<file path="config.mk">
export PLATFORM = sky130hd
export DESIGN_NAME = mem_arbiter
export DESIGN_NICKNAME = d
export VERILOG_FILES = /design/src/rtl/mem_arbiter.sv
export SDC_FILE = /design/constraint.sdc
export NUM_CORES = 1
export LEC_CHECK = 0
export BUFFER_PORTS_ARGS = -buffer_cell sky130_fd_sc_hd__buf_2
export CORE_UTILIZATION = 40
export CTS_CLUSTER_DIAMETER = 120
export DETAILED_ROUTE_END_ITERATION = 6
export GPL_TIMING_DRIVEN = 1
export PLACE_DENSITY = 0.7
export SYNTH_ARGS = -nofsm -noshare
export SYNTH_HDL_FRONTEND = slang
export SYNTH_SLANG_ARGS = --single-unit
</file>
<file path="constraint.sdc">
create_clock -name clk -period 3.9 [get_ports clk]
set_clock_uncertainty 0.2 [all_clocks]
set_input_delay 0.585 -clock clk [delete_from_list [all_inputs] [get_ports clk]]
set_output_delay 0.585 -clock clk [all_outputs]
set_load 0.03 [all_outputs]
</file>
<file path="src/rtl/mem_arbiter.sv">
// Two-master (fetch/data) arbiter onto one memory port; grant one cycle after request, done combinational with mem_done.
// No queueing: requesters stall via if_busy/dm_busy until their done; a hung access aborts with err after TIMEOUT cycles.
module mem_arbiter #(
  parameter int ADDR_W  = 32,
  parameter int DATA_W  = 32,
  parameter int TIMEOUT = 255
) (
  input  logic              clk,
  input  logic              rst,
  input  logic              if_req,
  input  logic [ADDR_W-1:0] if_addr,
  input  logic              if_flush,
  output logic [DATA_W-1:0] if_rdata,
  output logic              if_done,
  output logic              if_busy,
  input  logic              dm_rd,
  input  logic              dm_wr,
  input  logic [ADDR_W-1:0] dm_addr,
  input  logic [DATA_W-1:0] dm_wdata,
  output logic [DATA_W-1:0] dm_rdata,
  output logic              dm_done,
  output logic              dm_busy,
  output logic              err,
  output logic [ADDR_W-1:0] mem_addr,
  output logic [DATA_W-1:0] mem_wdata,
  output logic              mem_rd,
  output logic              mem_wr,
  input  logic [DATA_W-1:0] mem_rdata,
  input  logic              mem_done,
  input  logic              mem_err
);

  typedef enum logic [1:0] {IDLE, IF_ACC, DM_ACC} state_t;

  // Terminal count is hit on the TIMEOUT-th access cycle (counter holds cycles already spent).
  localparam logic [15:0] TMO_LAST = 16'(TIMEOUT - 1);

  state_t            state_q, state_d;
  logic              last_dm_q;
  logic [15:0]       cnt_q;
  logic              discard_q;
  logic              wr_q;
  logic [ADDR_W-1:0] addr_q;
  logic [DATA_W-1:0] wdata_q;
  logic [DATA_W-1:0] if_rdata_q;
  logic [DATA_W-1:0] dm_rdata_q;

  logic if_want, dm_want, grant_if, grant_dm;
  logic in_acc, tmo, finish, if_drop;

  always_comb begin
    if_want  = if_req & ~if_flush;
    dm_want  = dm_rd | dm_wr;
    grant_dm = dm_want & (~if_want | ~last_dm_q);
    grant_if = if_want & ~grant_dm;
    in_acc   = (state_q != IDLE);
    tmo      = in_acc & ~mem_done & (cnt_q == TMO_LAST);
    finish   = in_acc & (mem_done | tmo);
    if_drop  = discard_q | if_flush;
  end

  // State register
  always_ff @(posedge clk) begin
    if (rst) state_q <= IDLE;
    else     state_q <= state_d;
  end

  // Next-state logic
  always_comb begin
    state_d = state_q;
    case (state_q)
      IDLE: begin
        if (grant_dm)      state_d = DM_ACC;
        else if (grant_if) state_d = IF_ACC;
      end
      IF_ACC, DM_ACC: if (finish) state_d = IDLE;
      default: state_d = IDLE;
    endcase
  end

  // Output logic
  always_comb begin
    if_done   = (state_q == IF_ACC) & finish & ~if_drop;
    dm_done   = (state_q == DM_ACC) & finish;
    err       = (if_done | dm_done) & (mem_done ? mem_err : 1'b1);
    if_rdata  = (if_done & mem_done) ? mem_rdata : if_rdata_q;
    dm_rdata  = (dm_done & mem_done) ? mem_rdata : dm_rdata_q;
    if_busy   = if_req & ~if_done;
    dm_busy   = (dm_rd | dm_wr) & ~dm_done;
    mem_rd    = in_acc & ~wr_q;
    mem_wr    = in_acc & wr_q;
    mem_addr  = addr_q;
    mem_wdata = wdata_q;
  end

  always_ff @(posedge clk) begin
    if (rst) begin
      last_dm_q  <= 1'b0;
      cnt_q      <= '0;
      discard_q  <= 1'b0;
      wr_q       <= 1'b0;
      addr_q     <= '0;
      wdata_q    <= '0;
      if_rdata_q <= '0;
      dm_rdata_q <= '0;
    end else begin
      if (state_q == IDLE && (grant_dm || grant_if)) begin
        last_dm_q <= grant_dm;
        cnt_q     <= '0;
        addr_q    <= grant_dm ? dm_addr : if_addr;
        wr_q      <= grant_dm & dm_wr;
        if (grant_dm) wdata_q <= dm_wdata;
      end else if (in_acc && !mem_done) begin
        cnt_q <= cnt_q + 16'd1;
      end

      // A flushed fetch still runs to completion on the bus; only its result is dropped.
      if (state_q == IF_ACC && !finish && if_flush) discard_q <= 1'b1;
      else if (state_q != IF_ACC || finish)         discard_q <= 1'b0;

      if (if_done && mem_done) if_rdata_q <= mem_rdata;
      if (dm_done && mem_done) dm_rdata_q <= mem_rdata;
    end
  end

endmodule

</file>
==> results of run 1 <==
[final timing paths]
check                                             endpoint                  startpoint  depth (start not counted)  slack [ns]
worst max-delay path                               dm_done     state_q[0]$_SDFFE_PP0P_                          8        0.29
worst min-delay path            mem_wdata[12]$_SDFFE_PP0P_                dm_wdata[12]                          3        0.20
worst max register to register  mem_wdata[13]$_SDFFE_PP0P_     state_q[0]$_SDFFE_PP0P_                          8        1.35
worst min register to register  mem_wdata[21]$_SDFFE_PP0P_  mem_wdata[21]$_SDFFE_PP0P_                          2        0.25
[power by group through the flow]
| stage | Clock, mW | Combinational (mW) | Sequential [mW] |
|---|---|---|---|
| final | 1.76 | 1.69 | 1.85 |
| after global routing | 1.87 | 1.82 | 1.88 |
| after CTS | 1.80 | 1.68 | 1.85 |
| after global placement | 0 | 1.67 | 1.87 |
| after floorplan | 0 | 0.785 | 2.24 |
| after detailed placement | 0 | 1.68 | 1.88 |
[metrics by stage]
stage               total power, mW  instances
floorplan                      3.02        659
global placement               3.55       1083
detailed placement             3.56       1083
CTS                            5.33       1115
global route                   5.57       1116
finish                         5.30       1116
[critical path: stages, from the launching register on]
cell and delay (ns):
sky130_fd_sc_hd__dfxtp_1 0.37, sky130_fd_sc_hd__inv_1 0.09, sky130_fd_sc_hd__ha_1 0.21, sky130_fd_sc_hd__or4b_1 0.47, sky130_fd_sc_hd__or4_4 0.50, sky130_fd_sc_hd__o32ai_4 0.27
sky130_fd_sc_hd__buf_12 0.17, sky130_fd_sc_hd__and2_2 0.13, sky130_fd_sc_hd__buf_2 0.18
[cell usage after synthesis (2+ instances only)]
cell type / instances
sky130_fd_sc_hd__nand3_1: 12
sky130_fd_sc_hd__and2_1: 64
sky130_fd_sc_hd__mux2i_1: 4
sky130_fd_sc_hd__clkbuf_1: 37
sky130_fd_sc_hd__mux2_2: 64
sky130_fd_sc_hd__nor2b_1: 3
sky130_fd_sc_hd__nand2b_1: 2
sky130_fd_sc_hd__o21ai_0: 34
sky130_fd_sc_hd__nor3_1: 5
sky130_fd_sc_hd__xnor2_1: 9
sky130_fd_sc_hd__a21boi_0: 2
sky130_fd_sc_hd__nor2_1: 23
sky130_fd_sc_hd__a21oi_1: 35
sky130_fd_sc_hd__and2_2: 2
sky130_fd_sc_hd__ha_1: 5
sky130_fd_sc_hd__nand2_1: 135
sky130_fd_sc_hd__xor2_1: 2
sky130_fd_sc_hd__nor4_1: 3
sky130_fd_sc_hd__buf_1: 6
sky130_fd_sc_hd__inv_1: 6
sky130_fd_sc_hd__dfxtp_1: 149
sky130_fd_sc_hd__nand4_1: 2
sky130_fd_sc_hd__a31oi_1: 32
sky130_fd_sc_hd__or3_1: 3
[area by class of cell]
class	count	area share [%]
Inverter	6	0.274
Sequential cell	149	36.4
Tap cell	184	2.81
Clock inverter	13	2.39
Clock buffer	19	5.40
Timing Repair Buffer	284	17.9
Multi-Input combinational cell	461	34.9
[per-layer routing]
metal | share of wire (%) | wire length [um] | global-route usage (%) | vias to the layer above
met5 | 0 | 0 | 0 | -
met4 | 1.9 | 299 | 8.01 | 0
met3 | 7.9 | 1230 | 5.80 | 22
met2 | 47 | 7360 | 34.8 | 211
met1 | 43 | 6770 | 23.6 | 2409
li1 | - | - | - | 2751
[flip-flops by register name, summed over array words and instances (netlist names)]
register / cells
discard_q: 1
mem_addr: 32
last_dm_q: 1
if_rdata_q: 32
state_q: 2
wr_q: 1
dm_rdata_q: 32
cnt_q: 16
mem_wdata: 32
[logic make-up (layout without fill, tap and decap cells)]
kind of cell	Yosys count	count (layout)	synth area share, %
xor gates and xnor gates	11	11	1.60
DFF	149	149	49.6
muxes	68	68	12.7
buffers and inverters	49	322	3.06
and+or+nand+nor	265	265	21.2
AOI/OAI and AO/OA	112	112	10.8
adders and majority gates	5	5	1.04
[cell usage in the layout (no fill, tap or decap), drive strengths merged, types with 2 or more instances in the layout]
| cell | Yosys | routed |
|---|---|---|
| or3 | 4 | 4 |
| a31oi | 32 | 32 |
| clkbuf | 37 | 19 |
| nand3 | 12 | 12 |
| nor3 | 5 | 5 |
| a21boi | 2 | 2 |
| inv | 6 | 9 |
| nor2b | 3 | 3 |
| a21oi | 35 | 35 |
| buf | 6 | 284 |
| nand2 | 135 | 135 |
| nand2b | 2 | 2 |
| nand4 | 2 | 2 |
| xor2 | 2 | 2 |
| and2 | 66 | 66 |
| xnor2 | 9 | 9 |
| dfxtp | 149 | 149 |
| o21ai | 35 | 35 |
| nor4 | 3 | 3 |
| or4 | 2 | 2 |
| ha | 5 | 5 |
| bufinv | 0 | 4 |
| nor2 | 23 | 23 |
| clkinv | 0 | 5 |
| mux2 | 64 | 64 |
| mux2i | 4 | 4 |
==> insert_results.sql, run 1 <==
INSERT INTO impl_metrics (metric_group, metric, value, unit) VALUES
('timing', 'hold_ws', '0.200', 'ns'),
('setup_path', 'worst_ep_arrival_time', '2.82', 'ns'),
('routing', 'avgViaCountPerCell', '4.83', ''),
('floorplanning', 'core-area', '14600', 'um2'),
('synth', 'synthTopCellsByArea', 'sky130_fd_sc_hd__dfxtp_1 50%, sky130_fd_sc_hd__mux2_2 12%, sky130_fd_sc_hd__nand2_1 8.4%', ''),
('synth', 'synth-seq-cells', '149', ''),
('clock_tree', 'post_cts_resize_count', '0', ''),
('global_routing', 'grt.overflow.total', '0', ''),
('timing', 'report.final.slew_viol_count', '0', ''),
('power', 'pwr-share-clk', '33.2', '%'),
('floorplanning', 'num_rows', '44', ''),
('clock_tree', 'cts.clk_slew.worst_paths', '0.06', 'ns'),
('cells_and_area', 'post_route_utilization', '56.2', '%'),
('synth', 'synth_largest_area_cell', 'sky130_fd_sc_hd__dfxtp_1', ''),
('global_routing', 'number_of_antenna_violations_at_the_first_check_in_global_routing', '0', ''),
('cells_and_area', 'total_number_of_nets_in_the_final_design', '1060', ''),
('routing', 'detail_route.wl_per_cell', '14.0', 'um'),
('routing', 'dr.first_iter.drc_count', '211', ''),
('synth', 'synthDistinctLibCells', '44', ''),
('timing', 'slew_at_the_pin_with_the_worst_max_slew_slack', '0.840', 'ns'),
('power', 'p_comb_share', '31.8', '%'),
('power', 'switching_power', '1.92', 'mW'),
('global_routing', 'grt_first_pass_wirelength', '25100', 'um'),
('timing', 'setup-tns-final', '0', 'ns'),
('synth', 'netlist_instances', '659', ''),
('run_status', 'outcome', 'complete, no violations', ''),
('cells_and_area', 'number_of_inserted_diodes', '0', ''),
('synth', 'dominantRegCellSynth', 'sky130_fd_sc_hd__dfxtp_1', ''),
('routing', 'drtAntennaViolNets', '0', ''),
('placement', 'dp_slack', '0.479', 'ns'),
('timing', 'grt_setup_unrepaired', 'no', ''),
('placement', 'post-dp-hpwl', '10900', 'um'),
('setup_path', 'path_class', 'flop to output port', ''),
('cells_and_area', 'ff_latch_area', '2980', 'um2'),
('placement', 'post_dp_cell_area', '7550', 'um2'),
('routing', 'drt-total-wl', '15700', 'um'),
('synth', 'synth_seq_area_share', '49.6', '%'),
('synth', 'synth_enable_flop_cells', '0', ''),
('timing', 'max_clock_freq', '0.277', 'GHz'),
('clock_tree', 'cts-root-buf', 'sky130_fd_sc_hd__clkbuf_16', ''),
('power', 'power-per-cell-area', '646', 'nW/um2'),
('cells_and_area', 'area_of_the_multi_input_gates', '2860', 'um2'),
('timing', 'slew_headroom', '43.9', '%'),
('routing', 'first_pass_iters', '4', ''),
('placement', 'finalWeightedCongestion', '0.807', ''),
('clock_tree', 'clk_latency_worst_skew_pair', '0.41', 'ns'),
('timing', 'post-route-worst-setup-slack', '0.293', 'ns'),
('clock_tree', 'tritoncts.num_buffers', '17', ''),
('global_routing', 'grt_max_degree', '69', ''),
('clock_tree', 'ctsLongestPathBuffers', '2', ''),
('power', 'static-leakage-power', '4.02', 'nW'),
('routing', 'drc', '0', ''),
('synth', 'synth_area_per_cell', '9.12', 'um2'),
('timing', 'setup_viol_count_final', '0', ''),
('global_routing', 'globalRouteTotalUtil', '20.2', '%'),
('setup_path', 'cp_max_fo', '7', ''),
('clock_tree', 'cts_hold_buf', '0', ''),
('routing', 'route.vias.total', '5393', ''),
('global_routing', 'vias_in_the_first_global_route', '5082', ''),
('clock_tree', 'htree_num_levels', '4', ''),
('clock_tree', 'buffers_inserted_during_post_cts_setup_optimization', '0', ''),
('timing', 'timing_hold_violations_final', '0', ''),
('synth', 'synth_fp_nets', '800', ''),
('cells_and_area', 'fill_cells', '1378', ''),
('floorplanning', 'initial_utilization', '41.2', '%'),
('cells_and_area', 'area_growth_synth_to_finish', '36.6', '%'),
('power', 'ir_drop', '0.383', 'mV'),
('setup_path', 'worst_setup_path_end_kind', 'output port', ''),
('clock_tree', 'cts_tree', 'built', ''),
('synth', 'synthDominantCellAreaShare', '49.6', '%'),
('placement', 'port_buffers', '270', '');
Power figures use the tool's default switching activity.
==> run 2: changes to the inputs <==
- ABC_AREA: not set -> 1
- PLACE_DENSITY: 0.7 -> 0.68
==> run 2 against run 1 <==
Against the previous run:
- critical path depth increased by 2
- via count increased by 21%
- combinational power decreased by 22%
==> insert_results.sql, run 2 <==
INSERT INTO impl_metrics (metric_group, metric, value, unit) VALUES
('setup_path', 'path_class', 'flop to output port', ''),
('synth', 'synth.area.mux_share', '0', '%'),
('synth', 'synthXorXnorAreaFrac', '0.252', '%'),
('clock_tree', 'htree_num_levels', '4', ''),
('cells_and_area', 'ff_latch_area', '2980', 'um2'),
('power', 'switching_fraction_of_total_power', '34.2', '%'),
('floorplanning', 'initial_utilization', '41.5', '%'),
('setup_path', 'cp_max_fo', '96', ''),
('power', 'switching_power', '1.67', 'mW'),
('setup_path', 'r2r_slack', '1.53', 'ns'),
('routing', 'drtAntennaViolNets', '0', ''),
('routing', 'dr.first_iter.drc_count', '355', ''),
('routing', 'detail_route.wl_per_cell', '12.8', 'um'),
('synth', 'synthDistinctLibCells', '39', ''),
('setup_path', 'worst_setup_path_start_kind', 'flop', ''),
('placement', 'port_buffers', '270', ''),
('routing', 'route.vias.total', '6534', ''),
('placement', 'post-dp-hpwl', '12600', 'um'),
('timing', 'setup_viol_count_final', '0', ''),
('job', 'timing.max_cap.violations', '0', ''),
('synth', 'synthTopCellsByCount', '182 x sky130_fd_sc_hd__nor2_1, 156 x sky130_fd_sc_hd__inv_1, 149 x sky130_fd_sc_hd__dfxtp_1, 127 x sky130_fd_sc_hd__nand2_1, 45 x sky130_fd_sc_hd__a21oi_1', ''),
('placement', 'finalWeightedCongestion', '0.792', ''),
('setup_path', 'worst_setup_path_end_kind', 'output port', ''),
('clock_tree', 'tritoncts.num_buffers', '17', ''),
('run_status', 'outcome', 'complete, no violations', ''),
('placement', 'post_dp_cell_area', '8330', 'um2'),
('timing', 'report.final.slew_viol_count', '0', ''),
('synth', 'dominantRegCellSynth', 'sky130_fd_sc_hd__dfxtp_1', ''),
('timing', 'slew_headroom', '36.3', '%'),
('clock_tree', 'cts.clk_slew.worst_paths', '0.06', 'ns'),
('cells_and_area', 'area_of_the_multi_input_gates', '3030', 'um2'),
('clock_tree', 'ctsLongestPathBuffers', '2', ''),
('setup_path', 'worst_ep_arrival_time', '2.43', 'ns'),
('cells_and_area', 'layout.cells.most_common', 'sky130_fd_sc_hd__buf_2', ''),
('synth', 'synth_area', '6960', 'um2'),
('synth', 'synth_fp_nets', '1076', ''),
('synth', 'synth_async_sr_flop_share', '0', '%'),
('synth', 'yosysWarningCount', '0', ''),
('synth', 'synthDominantCellAreaShare', '42.8', '%'),
('cells_and_area', 'drive_gt1_share', '33.7', '%'),
('power', 'finalPower', '4.87', 'mW'),
('routing', 'avgViaCountPerCell', '4.62', ''),
('power', 'power-per-cell-area', '542', 'nW/um2'),
('floorplanning', 'io_pins', '271', ''),
('routing', 'drt-total-wl', '18100', 'um'),
('global_routing', 'grt_first_pass_wirelength', '29100', 'um'),
('synth', 'synth_largest_area_cell', 'sky130_fd_sc_hd__dfxtp_1', ''),
('cells_and_area', 'fill_cells', '1642', ''),
('synth', 'main_combinational_cell_family_by_area_after_synthesis', 'simple AND/OR/NAND/NOR gates', ''),
('cells_and_area', 'most-common-layout-cells', '270 x sky130_fd_sc_hd__buf_2, 181 x sky130_fd_sc_hd__nor2_1, 156 x sky130_fd_sc_hd__inv_1', ''),
('timing', 'max_clock_freq', '0.311', 'GHz'),
('global_routing', 'globalRouteTotalUtil', '20.2', '%'),
('clock_tree', 'post_cts_resize_count', '0', ''),
('synth', 'synth_enable_flop_cells', '0', ''),
('synth', 'synthTopCellsByArea', 'sky130_fd_sc_hd__dfxtp_1 43%, sky130_fd_sc_hd__nor2_1 9.8%, sky130_fd_sc_hd__inv_1 8.4%', ''),
('routing', 'drc', '0', ''),
('power', 'pwr-share-clk', '36.4', '%'),
('floorplanning', 'core-area', '16800', 'um2'),
('cells_and_area', 'total_number_of_nets_in_the_final_design', '1321', ''),
('synth', 'synth_seq_area_share', '42.8', '%'),
('synth', 'synthAdderAreaFrac', '0.899', '%'),
('floorplanning', 'floorplan.die.height', '134', 'um'),
('synth', 'synth-seq-cells', '149', ''),
('cells_and_area', 'finalInstanceArea', '8980', 'um2'),
('synth', 'yosysMostFrequentCell', 'sky130_fd_sc_hd__nor2_1', ''),
('global_routing', 'grt_max_degree', '97', ''),
('power', 'power_frac_seq', '36.4', '%'),
('synth', 'post_synth_and_or_nand_nor_area_fraction', '26.5', '%'),
('global_routing', 'vias_in_the_first_global_route', '6037', ''),
('synth', 'synth_compound_area_share', '15.7', '%'),
('cells_and_area', 'post_route_utilization', '53.6', '%'),
('timing', 'setup-tns-final', '0', 'ns'),
('timing', 'slew_at_the_pin_with_the_worst_max_slew_slack', '0.951', 'ns'),
('timing', 'min_period_over_period', '82.3', '%'),
('routing', 'first_pass_iters', '6', ''),
('timing', 'timing_hold_violations_final', '0', ''),
('floorplanning', 'num_rows', '47', ''),
('setup_path', 'required_time_of_the_critical_path', '3.12', 'ns'),
('global_routing', 'grt.overflow.total', '0', ''),
('cells_and_area', 'area_growth_synth_to_finish', '29.0', '%'),
('global_routing', 'number_of_antenna_violations_at_the_first_check_in_global_routing', '2', ''),
('placement', 'place_inst', '1381', ''),
('clock_tree', 'cts.sink_count', '149', ''),
('clock_tree', 'buffers_inserted_during_post_cts_setup_optimization', '0', ''),
('power', 'cellInternalPower', '3.20', 'mW'),
('power', 'p_comb_share', '27.2', '%'),
('timing', 'grt_setup_unrepaired', 'no', ''),
('floorplanning', 'floorplan.die.width', '134', 'um'),
('timing', 'final_period_minus_worst_setup_slack', '3.21', 'ns'),
('power', 'static-leakage-power', '4.79', 'nW'),
('cells_and_area', 'final-instance-count-excl-fill', '1414', ''),
('synth', 'netlist_instances', '935', ''),
('clock_tree', 'cts_tree', 'built', ''),
('floorplanning', 'floorplan.die_area', '17900', 'um2'),
('power', 'ir_drop', '0.276', 'mV'),
('synth', 'synth_area_per_cell', '7.45', 'um2'),
('hold_path', 'min-delay-path-class', 'input pin to flop', ''),
('clock_tree', 'cts_hold_buf', '0', ''),
('clock_tree', 'cts-root-buf', 'sky130_fd_sc_hd__clkbuf_16', ''),
('clock_tree', 'clk_latency_worst_skew_pair', '0.42', 'ns');
-- run 2: cell count changes in the layout (fill, tap and decap cells not counted), sizes merged, moves of 9 or more --
cell	change
a211oi	+31
nand4	+34
mux2	-64
or2	+34
xnor2	-9
nor2	+165
inv	+157
a31oi	-31
a21oi	+13
o31ai	+31
and2	-66
-- run 2: path summary, 6_finish.rpt --
kind	startpoint	to	depth (start not counted)
worst max-delay path	state_q[0]$_SDFFE_PP0P_	dm_rdata[7]	10
worst min-delay path	dm_wdata[8]	mem_wdata[8]$_SDFFE_PP0P_	3
worst max register to register	state_q[0]$_SDFFE_PP0P_	mem_addr[0]$_SDFFE_PP0P_	6
worst min register to register	mem_addr[21]$_SDFFE_PP0P_	mem_addr[21]$_SDFFE_PP0P_	2
-- run 2: area by class of cell --
| class | instances | share of cell area [%] |
|---|---|---|
| Timing Repair Buffer | 280 | 16.0 |
| Multi-Input combinational cell | 571 | 33.8 |
| Tap cell | 220 | 3.07 |
| Sequential cell | 149 | 33.2 |
| Antenna cell | 1 | 0.0279 |
| Inverter | 161 | 6.73 |
| Clock inverter | 13 | 2.13 |
| Clock buffer | 19 | 5.04 |
-- run 2: power groups by stage --
stage / sequential (mW) / combinational, mW / clock [mW]
after floorplan: 2.08 / 0.689 / 0
after global placement: 1.80 / 1.32 / 0
after detailed placement: 1.80 / 1.33 / 0
after CTS: 1.77 / 1.33 / 1.82
after global routing: 1.79 / 1.44 / 1.88
final: 1.77 / 1.32 / 1.77
-- run 2: kinds of logic after synthesis --
logic type / after synthesis
buffers and inverters: 215
XOR/XNOR: 2
flip-flops: 149
AND/OR/NAND/NOR: 413
AO/OA/AOI/OAI: 151
adder cells (fa/ha/maj): 5
-- run 2: metrics by stage --
step	setup WS, ns	hold slack (ns)
2_1_floorplan	1.32	0.229
3_3_place_gp	1.04	0.237
3_5_place_dp	1.05	0.244
4_1_cts	0.673	0.174
5_1_grt	0.457	0.181
6_report	0.688	0.189
-- run 2: critical path, stage by stage (launching register included) --
cell                      delay [ns]
sky130_fd_sc_hd__dfxtp_1        0.35
sky130_fd_sc_hd__inv_1          0.08
sky130_fd_sc_hd__ha_1           0.32
sky130_fd_sc_hd__inv_2          0.19
sky130_fd_sc_hd__nand3_2        0.08
sky130_fd_sc_hd__inv_2          0.07
sky130_fd_sc_hd__buf_12         0.28
sky130_fd_sc_hd__or2_2          0.18
sky130_fd_sc_hd__inv_1          0.04
sky130_fd_sc_hd__a21oi_1        0.13
sky130_fd_sc_hd__buf_2          0.22
-- run 2: routing by layer --
layer / wire length (um) / global-route usage, %
met5: 13 / 0
met4: 363 / 7.20
met3: 756 / 4.50
met2: 8490 / 32.5
met1: 8480 / 26.6
==> run 3: changes to the inputs <==
- ABC_AREA: 1 -> 0
- PLACE_DENSITY: 0.68 -> 0.72
- clock period: 3.9 -> 2.78 ns (I/O delays scaled with it)
==> run 3 against run 2 <==
Against the previous run:
- the run now ends with setup timing left
- hold slack worse by 0.16 ns
- clock power is 29% higher
- sequential power is 46% higher
- sequential share of layout area is 1.5 points higher
- die area is 13% lower
- utilization is 5.3 points higher
- count of clock-buffer cells in the layout is 1 lower
- combinational power is 93% higher
- via count is 14% lower
- critical endpoint is now dm_done
- largest power group unchanged
==> insert_results.sql, run 3 (synthesis results as in run 1) <==
INSERT INTO impl_metrics (metric_group, metric, value, unit) VALUES
('setup_path', 'cp_slowest_stage_delay', '0.47', 'ns'),
('cells_and_area', 'total_number_of_nets_in_the_final_design', '1080', ''),
('setup_path', 'worst_setup_path_start_kind', 'flop', ''),
('run_status', 'outcome', 'finished with violations', ''),
('routing', 'route.met2.wl', '8020', 'um'),
('setup_path', 'critPathSlowestCell', 'sky130_fd_sc_hd__or4b_4', ''),
('routing', 'detail_route.wl_per_cell', '14.4', 'um'),
('cells_and_area', 'area_of_the_multi_input_gates', '2950', 'um2'),
('placement', 'finalWeightedCongestion', '0.766', ''),
('setup_path', 'required_time_of_the_critical_path', '2.16', 'ns'),
('clock_tree', 'ctsLongestPathBuffers', '2', ''),
('timing', 'setup_viol_count_final', '36', ''),
('timing', 'report.final.slew_viol_count', '0', ''),
('timing', 'slew_at_the_pin_with_the_worst_max_slew_slack', '0.570', 'ns'),
('setup_path', 'cp_max_fo', '5', ''),
('setup_path', 'worst_ep_arrival_time', '2.56', 'ns'),
('global_routing', 'grt_max_degree', '65', ''),
('floorplanning', 'num_rows', '44', ''),
('run_status', 'failed_checks', 'setup timing', ''),
('routing', 'wirelength_met1', '6820', 'um'),
('timing', 'setup-tns-final', '-3.37', 'ns'),
('cells_and_area', 'layout.cells.most_common', 'sky130_fd_sc_hd__buf_2', ''),
('cells_and_area', 'fill_cells', '1311', ''),
('timing', 'min_period_over_period', '114', '%'),
('cells_and_area', 'post_route_utilization', '58.9', '%'),
('cells_and_area', 'ff_latch_area', '2990', 'um2'),
('floorplanning', 'floorplan.die.height', '125', 'um'),
('clock_tree', 'cts.sink_count', '149', ''),
('setup_path', 'path_class', 'flop to output port', ''),
('global_routing', 'number_of_antenna_violations_at_the_first_check_in_global_routing', '0', ''),
('job', 'timing.max_cap.violations', '0', ''),
('timing', 'post-route-worst-setup-slack', '-0.396', 'ns'),
('floorplanning', 'floorplan.die_area', '15500', 'um2'),
('floorplanning', 'core-area', '14600', 'um2'),
('cells_and_area', 'area_growth_synth_to_finish', '42.9', '%'),
('cells_and_area', 'number_of_inserted_diodes', '0', ''),
('floorplanning', 'initial_utilization', '41.2', '%'),
('clock_tree', 'htree_num_levels', '4', ''),
('routing', 'dr.first_iter.drc_count', '217', ''),
('clock_tree', 'tritoncts.num_buffers', '17', ''),
('setup_path', 'critPathMostFrequentCell', 'sky130_fd_sc_hd__buf_6', ''),
('clock_tree', 'cts-root-buf', 'sky130_fd_sc_hd__clkbuf_16', ''),
('clock_tree', 'clk_latency_worst_skew_pair', '0.41', 'ns'),
('global_routing', 'grt.overflow.total', '0', ''),
('routing', 'drtAntennaViolNets', '0', ''),
('routing', 'drc', '0', ''),
('clock_tree', 'cts_tree', 'built', ''),
('routing', 'avgViaCountPerCell', '4.94', ''),
('setup_path', 'worst_setup_path_end_kind', 'output port', ''),
('global_routing', 'globalRouteTotalUtil', '21.4', '%'),
('global_routing', 'grt_first_pass_wirelength', '26600', 'um'),
('power', 'power-per-cell-area', '865', 'nW/um2'),
('global_routing', 'vias_in_the_first_global_route', '5493', ''),
('routing', 'route.top_layer_used', 'met4', ''),
('hold_path', 'min-delay-path-class', 'input pin to flop', ''),
('clock_tree', 'cts.clk_slew.worst_paths', '0.06', 'ns'),
('routing', 'met3RoutedLength', '1270', 'um'),
('placement', 'dp_slack', '-0.148', 'ns'),
('setup_path', 'cell_by_cell_trace_of_the_critical_path', 'inv_2 > ha_4 > or4b_4 > or4_4 > o32ai_4 > buf_6 > and2_4 > buf_6', ''),
('timing', 'grt_setup_unrepaired', 'yes', ''),
('routing', 'route.vias.total', '5614', ''),
('routing', 'first_pass_iters', '4', ''),
('timing', 'timing_hold_violations_final', '0', ''),
('cells_and_area', 'drive_gt1_share', '44.7', '%'),
('timing', 'slew_headroom', '61.9', '%'),
('floorplanning', 'io_pins', '271', ''),
('timing', 'max_clock_freq', '0.315', 'GHz'),
('placement', 'port_buffers', '270', ''),
('placement', 'post-dp-hpwl', '10900', 'um'),
('cells_and_area', 'most-common-layout-cells', '248 x sky130_fd_sc_hd__buf_2, 147 x sky130_fd_sc_hd__dfxtp_1, 133 x sky130_fd_sc_hd__nand2_1', ''),
('routing', 'drt-total-wl', '16400', 'um'),
('power', 'ir_drop', '0.700', 'mV'),
('floorplanning', 'floorplan.die.width', '125', 'um'),
('power', 'static-leakage-power', '4.21', 'nW'),
('timing', 'final_period_minus_worst_setup_slack', '3.18', 'ns');
==> run 3: per-layer routing <==
metal,track usage [%],vias to the layer above
li1,-,2796
met3,7.09,19
met4,7.58,0
met2,36.7,209
met1,24.7,2590
met5,0,-
==> run 3: worst paths after layout <==
kind / startpoint / endpoint / slack [ns] / cells after the start
worst min register to register: mem_wdata[22]$_SDFFE_PP0P_ / mem_wdata[22]$_SDFFE_PP0P_ / 0.25 / 2
worst max-delay path: state_q[0]$_SDFFE_PP0P_ / dm_done / -0.40 / 8
worst max register to register: state_q[0]$_SDFFE_PP0P_ / state_q[0]$_SDFFE_PP0P_ / 0.30 / 9
worst min-delay path: dm_wdata[13] / mem_wdata[13]$_SDFFE_PP0P_ / 0.03 / 3
==> run 3: what timing repair did <==
| item | 4_1_cts | 5_1_grt |
|---|---|---|
| setup endpoints to repair | 40 | 53 |
| gates cloned | 3 | 0 |
| resized for setup | 46 | 8 |
| hold buffers | 0 | 0 |
| buffers inserted | 5 | 5 |
| pin swaps | 4 | 2 |
==> run 3: worst max-delay path, delay by kind of cell (launching register included) <==
family	cells	cell delay [ns]
adders and majority gates	1	0.15
and+or+nand+nor	3	1.06
buffers and inverters	3	0.34
AOI/OAI and AO/OA	1	0.25
DFF	1	0.33
==> run 3: cell type report <==
cell class | count | share of cell area, %
flip-flops and latches | 149 | 34.8
clock inverters | 14 | 1.76
inverters | 6 | 0.262
repair buffers | 304 | 21.0
multi-input cells | 461 | 34.4
well taps | 184 | 2.68
clock buffers | 18 | 5.12
==> run 3: report_power, final <==
| group | internal (mW) | switching [mW] | total (mW) |
|---|---|---|---|
| sequential | 2.46 | 0.137 | 2.59 |
| clock | 1.36 | 0.921 | 2.28 |
| combinational | 0.880 | 1.67 | 2.55 |
==> run 3: stage by stage <==
stage	cell area, um2	hold WS (ns)	power [mW]	std cells
2_1_floorplan	6020	0.258	4.25	659
3_3_place_gp	7680	0.239	5.04	1094
3_5_place_dp	7680	0.244	5.06	1094
4_1_cts	8540	0.0135	7.47	1133
5_1_grt	8590	0.0127	7.84	1136
6_report	8590	0.0334	7.43	1136
